File: config.mk
export PLATFORM = sky130hd
export DESIGN_NAME = trail_compositor
export DESIGN_NICKNAME = d
export VERILOG_FILES = /design/src/rtl/trail_compositor.sv
export SDC_FILE = /design/constraint.sdc
export NUM_CORES = 1
export LEC_CHECK = 0
export CAP_MARGIN = 20
export CORE_ASPECT_RATIO = 2
export CORE_UTILIZATION = 48
export DETAILED_ROUTE_END_ITERATION = 6
export GPL_TIMING_DRIVEN = 0
export PLACE_DENSITY = 0.88
export SKIP_LAST_GASP = 1
export SLEW_MARGIN = 20
export SYNTH_ARGS = -nofsm -noshare
export SYNTH_HDL_FRONTEND = slang
export SYNTH_SLANG_ARGS = --single-unit
File: constraint.sdc
create_clock -name Clk -period 3 [get_ports Clk]
set_clock_uncertainty 0.2 [all_clocks]
set_input_delay 0.3 -clock Clk [delete_from_list [all_inputs] [get_ports Clk]]
set_output_delay 0.3 -clock Clk [all_outputs]
set_load 0.02 [all_outputs]
File: src/rtl/trail_compositor.sv
// -----------------------------------------------------------------------------
// trail_compositor
//
// Per-pixel compositor between the packed trail framebuffer and the palette
// stage. For every visible pixel it fetches the framebuffer word holding that
// pixel, picks out the pixel's PIX_BITS-wide colour, and overlays one sprite
// layer per player. Lower player indices are drawn on top. The block also
// detects when a bike lands on a trail or on another bike. Those hits are
// accumulated per player during the frame and published at every frame_clk
// rising edge.
//
// Pipeline (one pixel per cycle):
//   stage A  : address generation, capture of nibble index / sprites
//   delay    : RAM_LATENCY stages, aligns the captured fields with ram_data
//   select   : nibble extraction from the returned word
//   output   : colour priority mux, collision accumulation
//
// Ports:
//   Clk, Reset     system clock, synchronous active-high reset
//   frame_clk      ~60 Hz frame strobe, asynchronous to Clk
//   pix_valid      DrawX / DrawY / bike_px are valid this cycle
//   DrawX, DrawY   pixel column / row
//   bike_px        player p sprite colour at [p*PIX_BITS +: PIX_BITS]
//   trail_color    player p trail colour, same packing
//   ram_addr       framebuffer read address
//   ram_data       framebuffer read data, RAM_LATENCY cycles after ram_addr
//   color_enum     composited colour, holds while color_valid is low
//   color_valid    color_enum carries a new pixel this cycle
//   collide_live   sticky per-player hits in the current frame
//   collide_frame  per-player hits of the last completed frame
//   frame_done     one-cycle pulse when collide_frame is updated
// -----------------------------------------------------------------------------
module trail_compositor #(
    parameter int NUM_PLAYERS = 2,
    parameter int PIX_BITS    = 4,
    parameter int WORD_BITS   = 16,
    parameter int H_RES       = 640,
    parameter int V_RES       = 480,
    parameter int ADDR_W      = 19,
    parameter int BG_COLOR    = 0,
    parameter int TRANSPARENT = 15,
    parameter int RAM_LATENCY = 1,
    parameter int SELF_HIT    = 0
) (
    input  logic                            Clk,
    input  logic                            Reset,
    input  logic                            frame_clk,
    input  logic                            pix_valid,
    input  logic [9:0]                      DrawX,
    input  logic [9:0]                      DrawY,
    input  logic [NUM_PLAYERS*PIX_BITS-1:0] bike_px,
    input  logic [NUM_PLAYERS*PIX_BITS-1:0] trail_color,
    output logic [ADDR_W-1:0]               ram_addr,
    input  logic [WORD_BITS-1:0]            ram_data,
    output logic [PIX_BITS-1:0]             color_enum,
    output logic                            color_valid,
    output logic [NUM_PLAYERS-1:0]          collide_live,
    output logic [NUM_PLAYERS-1:0]          collide_frame,
    output logic                            frame_done
);

    localparam int PPW       = WORD_BITS / PIX_BITS;
    localparam int PPW_LOG   = $clog2(PPW);
    localparam int K_W       = (PPW > 1) ? PPW_LOG : 1;
    localparam int ROW_WORDS = H_RES / PPW;
    localparam int BIKE_W    = NUM_PLAYERS * PIX_BITS;
    localparam int LAST      = RAM_LATENCY - 1;

    localparam logic [PIX_BITS-1:0] BG    = PIX_BITS'(BG_COLOR);
    localparam logic [PIX_BITS-1:0] CLEAR = PIX_BITS'(TRANSPARENT);

    // Fields that travel alongside the RAM read.
    typedef struct packed {
        logic              oor;   // pixel outside the active area
        logic [K_W-1:0]    k;     // pixel slot inside the framebuffer word
        logic [BIKE_W-1:0] bike;  // sprite colours of all players
    } pix_t;

    // ------------------------------------------------------------------
    // Stage A inputs
    // ------------------------------------------------------------------
    logic [31:0] x32;
    logic [31:0] y32;
    logic        in_range;

    assign x32      = {22'd0, DrawX};
    assign y32      = {22'd0, DrawY};
    assign in_range = (x32 < H_RES) && (y32 < V_RES);

    // ------------------------------------------------------------------
    // Pipeline registers
    // ------------------------------------------------------------------
    logic                   a_valid;
    logic [LAST:0]          d_valid;
    logic                   s_valid;
    pix_t                   a_pix;
    pix_t                   d_pix [RAM_LATENCY];
    logic                   s_oor;
    logic [PIX_BITS-1:0]    s_trail;
    logic [BIKE_W-1:0]      s_bike;

    // Valids and the address are control state and must reset cleanly.
    // NOTE: sequential state is assigned with <= so every flop samples the
    // pre-edge values of its neighbours, independent of statement order.
    always_ff @(posedge Clk) begin
        if (Reset) begin
            a_valid  <= 1'b0;
            d_valid  <= '0;
            s_valid  <= 1'b0;
            ram_addr <= '0;
        end else begin
            a_valid    <= pix_valid;
            d_valid[0] <= a_valid;
            for (int i = 1; i < RAM_LATENCY; i++) begin
                d_valid[i] <= d_valid[i-1];
            end
            s_valid <= d_valid[LAST];
            // Out-of-range pixels leave the address alone.
            if (pix_valid && in_range) begin
                ram_addr <= ADDR_W'(y32 * ROW_WORDS + (x32 >> PPW_LOG));
            end
        end
    end

    // NOTE: the datapath fields have no reset; the valid bits above already
    // mark them meaningless, so a reset here would only add fan-out.
    always_ff @(posedge Clk) begin
        if (pix_valid) begin
            a_pix.oor  <= !in_range;
            a_pix.k    <= K_W'(x32 & 32'(PPW - 1));
            a_pix.bike <= bike_px;
        end
        d_pix[0] <= a_pix;
        for (int i = 1; i < RAM_LATENCY; i++) begin
            d_pix[i] <= d_pix[i-1];
        end
        s_oor   <= d_pix[LAST].oor;
        s_trail <= PIX_BITS'(ram_data >> (d_pix[LAST].k * PIX_BITS));
        s_bike  <= d_pix[LAST].bike;
    end

    // ------------------------------------------------------------------
    // Colour priority and collision detection
    // ------------------------------------------------------------------
    logic [NUM_PLAYERS-1:0] bike_on;
    logic [NUM_PLAYERS-1:0] trail_hit;
    logic [NUM_PLAYERS-1:0] bike_hit;
    logic [NUM_PLAYERS-1:0] hit;
    logic [PIX_BITS-1:0]    next_color;

    // NOTE: every variable gets a default before the loops, so no path
    // through this block can leave a value held and infer a latch.
    always_comb begin
        bike_on    = '0;
        trail_hit  = '0;
        bike_hit   = '0;
        hit        = '0;
        next_color = s_trail;

        for (int p = 0; p < NUM_PLAYERS; p++) begin
            bike_on[p] = (s_bike[p*PIX_BITS +: PIX_BITS] != CLEAR);
        end

        for (int p = 0; p < NUM_PLAYERS; p++) begin
            // A player's own trail is harmless unless SELF_HIT is set.
            // Trail hits are not evaluated outside the active area.
            trail_hit[p] = !s_oor && (s_trail != BG) &&
                           ((SELF_HIT != 0) ||
                            (s_trail != trail_color[p*PIX_BITS +: PIX_BITS]));
            bike_hit[p]  = |(bike_on & ~(NUM_PLAYERS'(1) << p));
            hit[p]       = s_valid && bike_on[p] && (trail_hit[p] || bike_hit[p]);
        end

        // Walk downwards so the lowest-index visible sprite wins.
        for (int p = NUM_PLAYERS - 1; p >= 0; p--) begin
            if (bike_on[p]) begin
                next_color = s_bike[p*PIX_BITS +: PIX_BITS];
            end
        end
        if (s_oor) begin
            next_color = BG;
        end
    end

    // ------------------------------------------------------------------
    // frame_clk synchroniser and edge detect
    // ------------------------------------------------------------------
    logic       sync_1;
    logic       sync_2;
    logic       sync_hist;
    logic [1:0] sync_fill;
    logic       tick;

    // The history flop stays at its reset value of 1 until the synchroniser
    // has been refilled from frame_clk. A level that is already high when
    // reset is released is therefore not taken as an edge.
    always_ff @(posedge Clk) begin
        if (Reset) begin
            sync_1    <= 1'b0;
            sync_2    <= 1'b0;
            sync_hist <= 1'b1;
            sync_fill <= 2'b00;
        end else begin
            sync_1    <= frame_clk;
            sync_2    <= sync_1;
            sync_fill <= {sync_fill[0], 1'b1};
            if (sync_fill[1]) begin
                sync_hist <= sync_2;
            end
        end
    end

    assign tick = sync_2 && !sync_hist;

    // ------------------------------------------------------------------
    // Output registers
    // ------------------------------------------------------------------
    always_ff @(posedge Clk) begin
        if (Reset) begin
            color_enum    <= '0;
            color_valid   <= 1'b0;
            collide_live  <= '0;
            collide_frame <= '0;
            frame_done    <= 1'b0;
        end else begin
            color_valid <= s_valid;
            if (s_valid) begin
                color_enum <= next_color;
            end
            frame_done <= tick;
            // A hit on the tick cycle still belongs to the closing frame.
            if (tick) begin
                collide_frame <= collide_live | hit;
                collide_live  <= '0;
            end else begin
                collide_live <= collide_live | hit;
            end
        end
    end

endmodule

==> flow_summary.json <==
{
  "setup_tns_ns": 0,
  "cp_cell_sequence": "clkdlybuf4s50_1, ha_1, ha_2, fa_2, a21o_1, a221oi_4, xnor2_2, nand4_1, o21bai_4, o32ai_2",
  "path_buf_inv": 1,
  "synth.most_common_cell": "dfxtp_1",
  "final.min_clock_period_ns": 2.94,
  "clk_latency_ns": 0.33,
  "timing.slew.headroom": 0.590,
  "initial_core_util": 0.501,
  "async_flop_share": 0,
  "grt_pass1_vias": 2815,
  "r2r_cells": 5,
  "combinationalPowerShare": 0.186,
  "final_cells": 488,
  "drive_gt1_frac": 0.0796,
  "dpl-instance-area_sq_um": 4110,
  "via_per_inst": 5.57,
  "ctsLongestPathBuffers": 2,
  "drt-initial-drc-count": 130,
  "final_nets": 474,
  "stdcell_area_sq_um": 4460,
  "rows": 41,
  "synth_area_leader_cell": "dfxtp_1",
  "slowest_delay_ns": 0.48,
  "setup_ws_ns": 0.0572,
  "worst_slew_pin_slew_ns": 0.615,
  "powerDensity_nw_per_um2": 583,
  "cp-end-kind": "register",
  "path_class": "primary input to register",
  "cp_slowest_cell": "clkdlybuf4s50_1",
  "cts_tree": "done",
  "grt_pass1_wl_microns": 12400,
  "timing.final.crit_share": 0.981,
  "ys_types": 50,
  "setup_violations": 0,
  "worstPathRequired_ns": 3.04,
  "ys_ff_latch": 72,
  "netlist_instances": 300,
  "hold_viol": 0,
  "gp_congestion": 0.933,
  "grt_max_degree": 15,
  "clk_pin_slew_ns": 0.06,
  "drcViolationCount": 0,
  "first_pass_iters": 4,
  "synth_commonest_cells": "dfxtp_1, nand2_1, a21oi_1, ha_1",
  "dp_slack_ns": -0.497,
  "grt_overflow": 0,
  "wl_microns": 7910,
  "synth-edff-count": 11,
  "wl_per_cell_microns": 16.2,
  "finalPower_mw": 2.60,
  "vias": 2719,
  "n_antenna_cell": 0,
  "maxCapViolations": 0,
  "swShare": 0.255,
  "synth_ff_type": "dfxtp_1",
  "antenna_found_initial": 0,
  "max_freq_mhz": 340,
  "ir_drop_mv": 0.301,
  "arrival_ns": 2.99,
  "io_buffers": 84,
  "crit_family": "compound AO/OA/AOI/OAI gates",
  "synth.avg_cell_area_sq_um": 10.5,
  "p_leak_nw": 1.70,
  "dpl.cell_count": 470,
  "dieArea_sq_um": 6940,
  "die_h_microns": 117,
  "fill_cells": 489,
  "root_buffer": "clkbuf_16",
  "cp.depth": 10,
  "p_seq_frac": 0.418,
  "area_growth_syn_to_layout_pct": 41.0,
  "coreArea_sq_um": 6310,
  "die_x_microns": 59.4,
  "status": "finished clean",
  "power.net_switching_uw": 664,
  "syn-cell-area_sq_um": 3160,
  "syn-num-nets": 377,
  "synth.top_cells.by_area": "dfxtp_1, edfxtp_1, ha_1",
  "post-dp-hpwl_microns": 6050,
  "pwr-share-clk": 0.396,
  "yosys_warnings": 0,
  "hold_ws_ns": 0.129,
  "hold_depth": 0,
  "synth-seq-area-share": 0.491,
  "p_int_mw": 1.93,
  "num_io_pins": 85,
  "ant_nets": 0,
  "drv_slew": 0,
  "crit_fanout": 4,
  "start_kind": "primary input",
  "hp-class": "register to register",
  "synth_top_area_frac": 0.386,
  "utilization": 0.707,
  "numCtsBuffers": 9,
  "clock-sinks": 72,
  "h-tree-depth": 3,
  "track_usage": 0.246
}
## final timing paths
kind               start          endpoint  slack, ns
max             DrawY[3]      ram_addr[17]       0.06
min          d_pix[0][5]         s_bike[5]       0.13
max reg2reg   s_trail[2]  collide_frame[1]       1.20
min reg2reg  d_pix[0][5]         s_bike[5]       0.13
## flip-flops by register name, indices dropped and copies added, names as in the netlist
signal / cells
s_oor: 1
a_valid: 1
a_pix: 11
s_valid: 1
color_valid: 1
color_enum: 4
ram_addr: 19
sync_hist: 1
d_valid: 1
d_pix: 11
sync_1: 1
sync_fill: 2
collide_frame: 2
frame_done: 1
s_trail: 4
s_bike: 8
sync_2: 1
collide_live: 2
## metal layers
layer	global-route usage	vias to the layer above	wire, microns
li1	-	1285	-
met1	0.216	1305	2610
met2	0.497	96	4770
met3	0.0363	33	240
met4	0.133	0	299
met5	0	-	0
## power by group through the flow
stage	registers, mW	logic (mW)	clock network [mW]
2_1_floorplan	1.11	0.260	0
3_3_place_gp	1.10	0.440	0
3_5_place_dp	1.11	0.453	0
4_1_cts	1.09	0.462	1.04
5_1_grt	1.09	0.519	1.08
6_report	1.09	0.483	1.03
## layout by cell type, fill, tap and decap left out, types with 8 or more instances in the layout
cell type	Yosys	routed
xnor2_1	15	14
nor2b_1	15	15
nand2_1	31	31
nand4_1	8	8
ha_1	19	18
nor2_1	14	14
a21oi_1	19	19
edfxtp_1	11	11
clkdlybuf4s50_1	0	83
o21ai_0	11	11
clkbuf_16	0	9
dfxtp_1	61	61
clkbuf_1	7	9
## area by class of cell
type	count	area (sq um)	share of cell area
clock buffer	11	233	0.0522
tap	86	108	0.0241
clock inverter	5	58.8	0.0132
timing repair buffer	86	858	0.192
sequential	72	1550	0.348
inverter	8	30.0	0.00673
buffer	9	48.8	0.0109
multi-input combinational	211	1570	0.352
## what timing repair did
action,in CTS,in global routing
setup buffers,0,2
hold buffers,0,0
gates cloned,0,0
endpoints found under the setup margin,3,4
pin swaps,3,5
hold endpoints to repair,0,0
resized for setup,3,5
## cell families (layout without fill, tap and decap cells)
family          after synthesis  in the layout  synth area share
compound gates               68             68             0.145
xor+xnor                     19             19            0.0550
fa+ha+maj                    21             21            0.0879
buf+inv                      17            119            0.0249
flops                        72             72             0.491
mux                           6              6            0.0348
simple gates                 97             97             0.161
(Power assumes the default switching activity.)
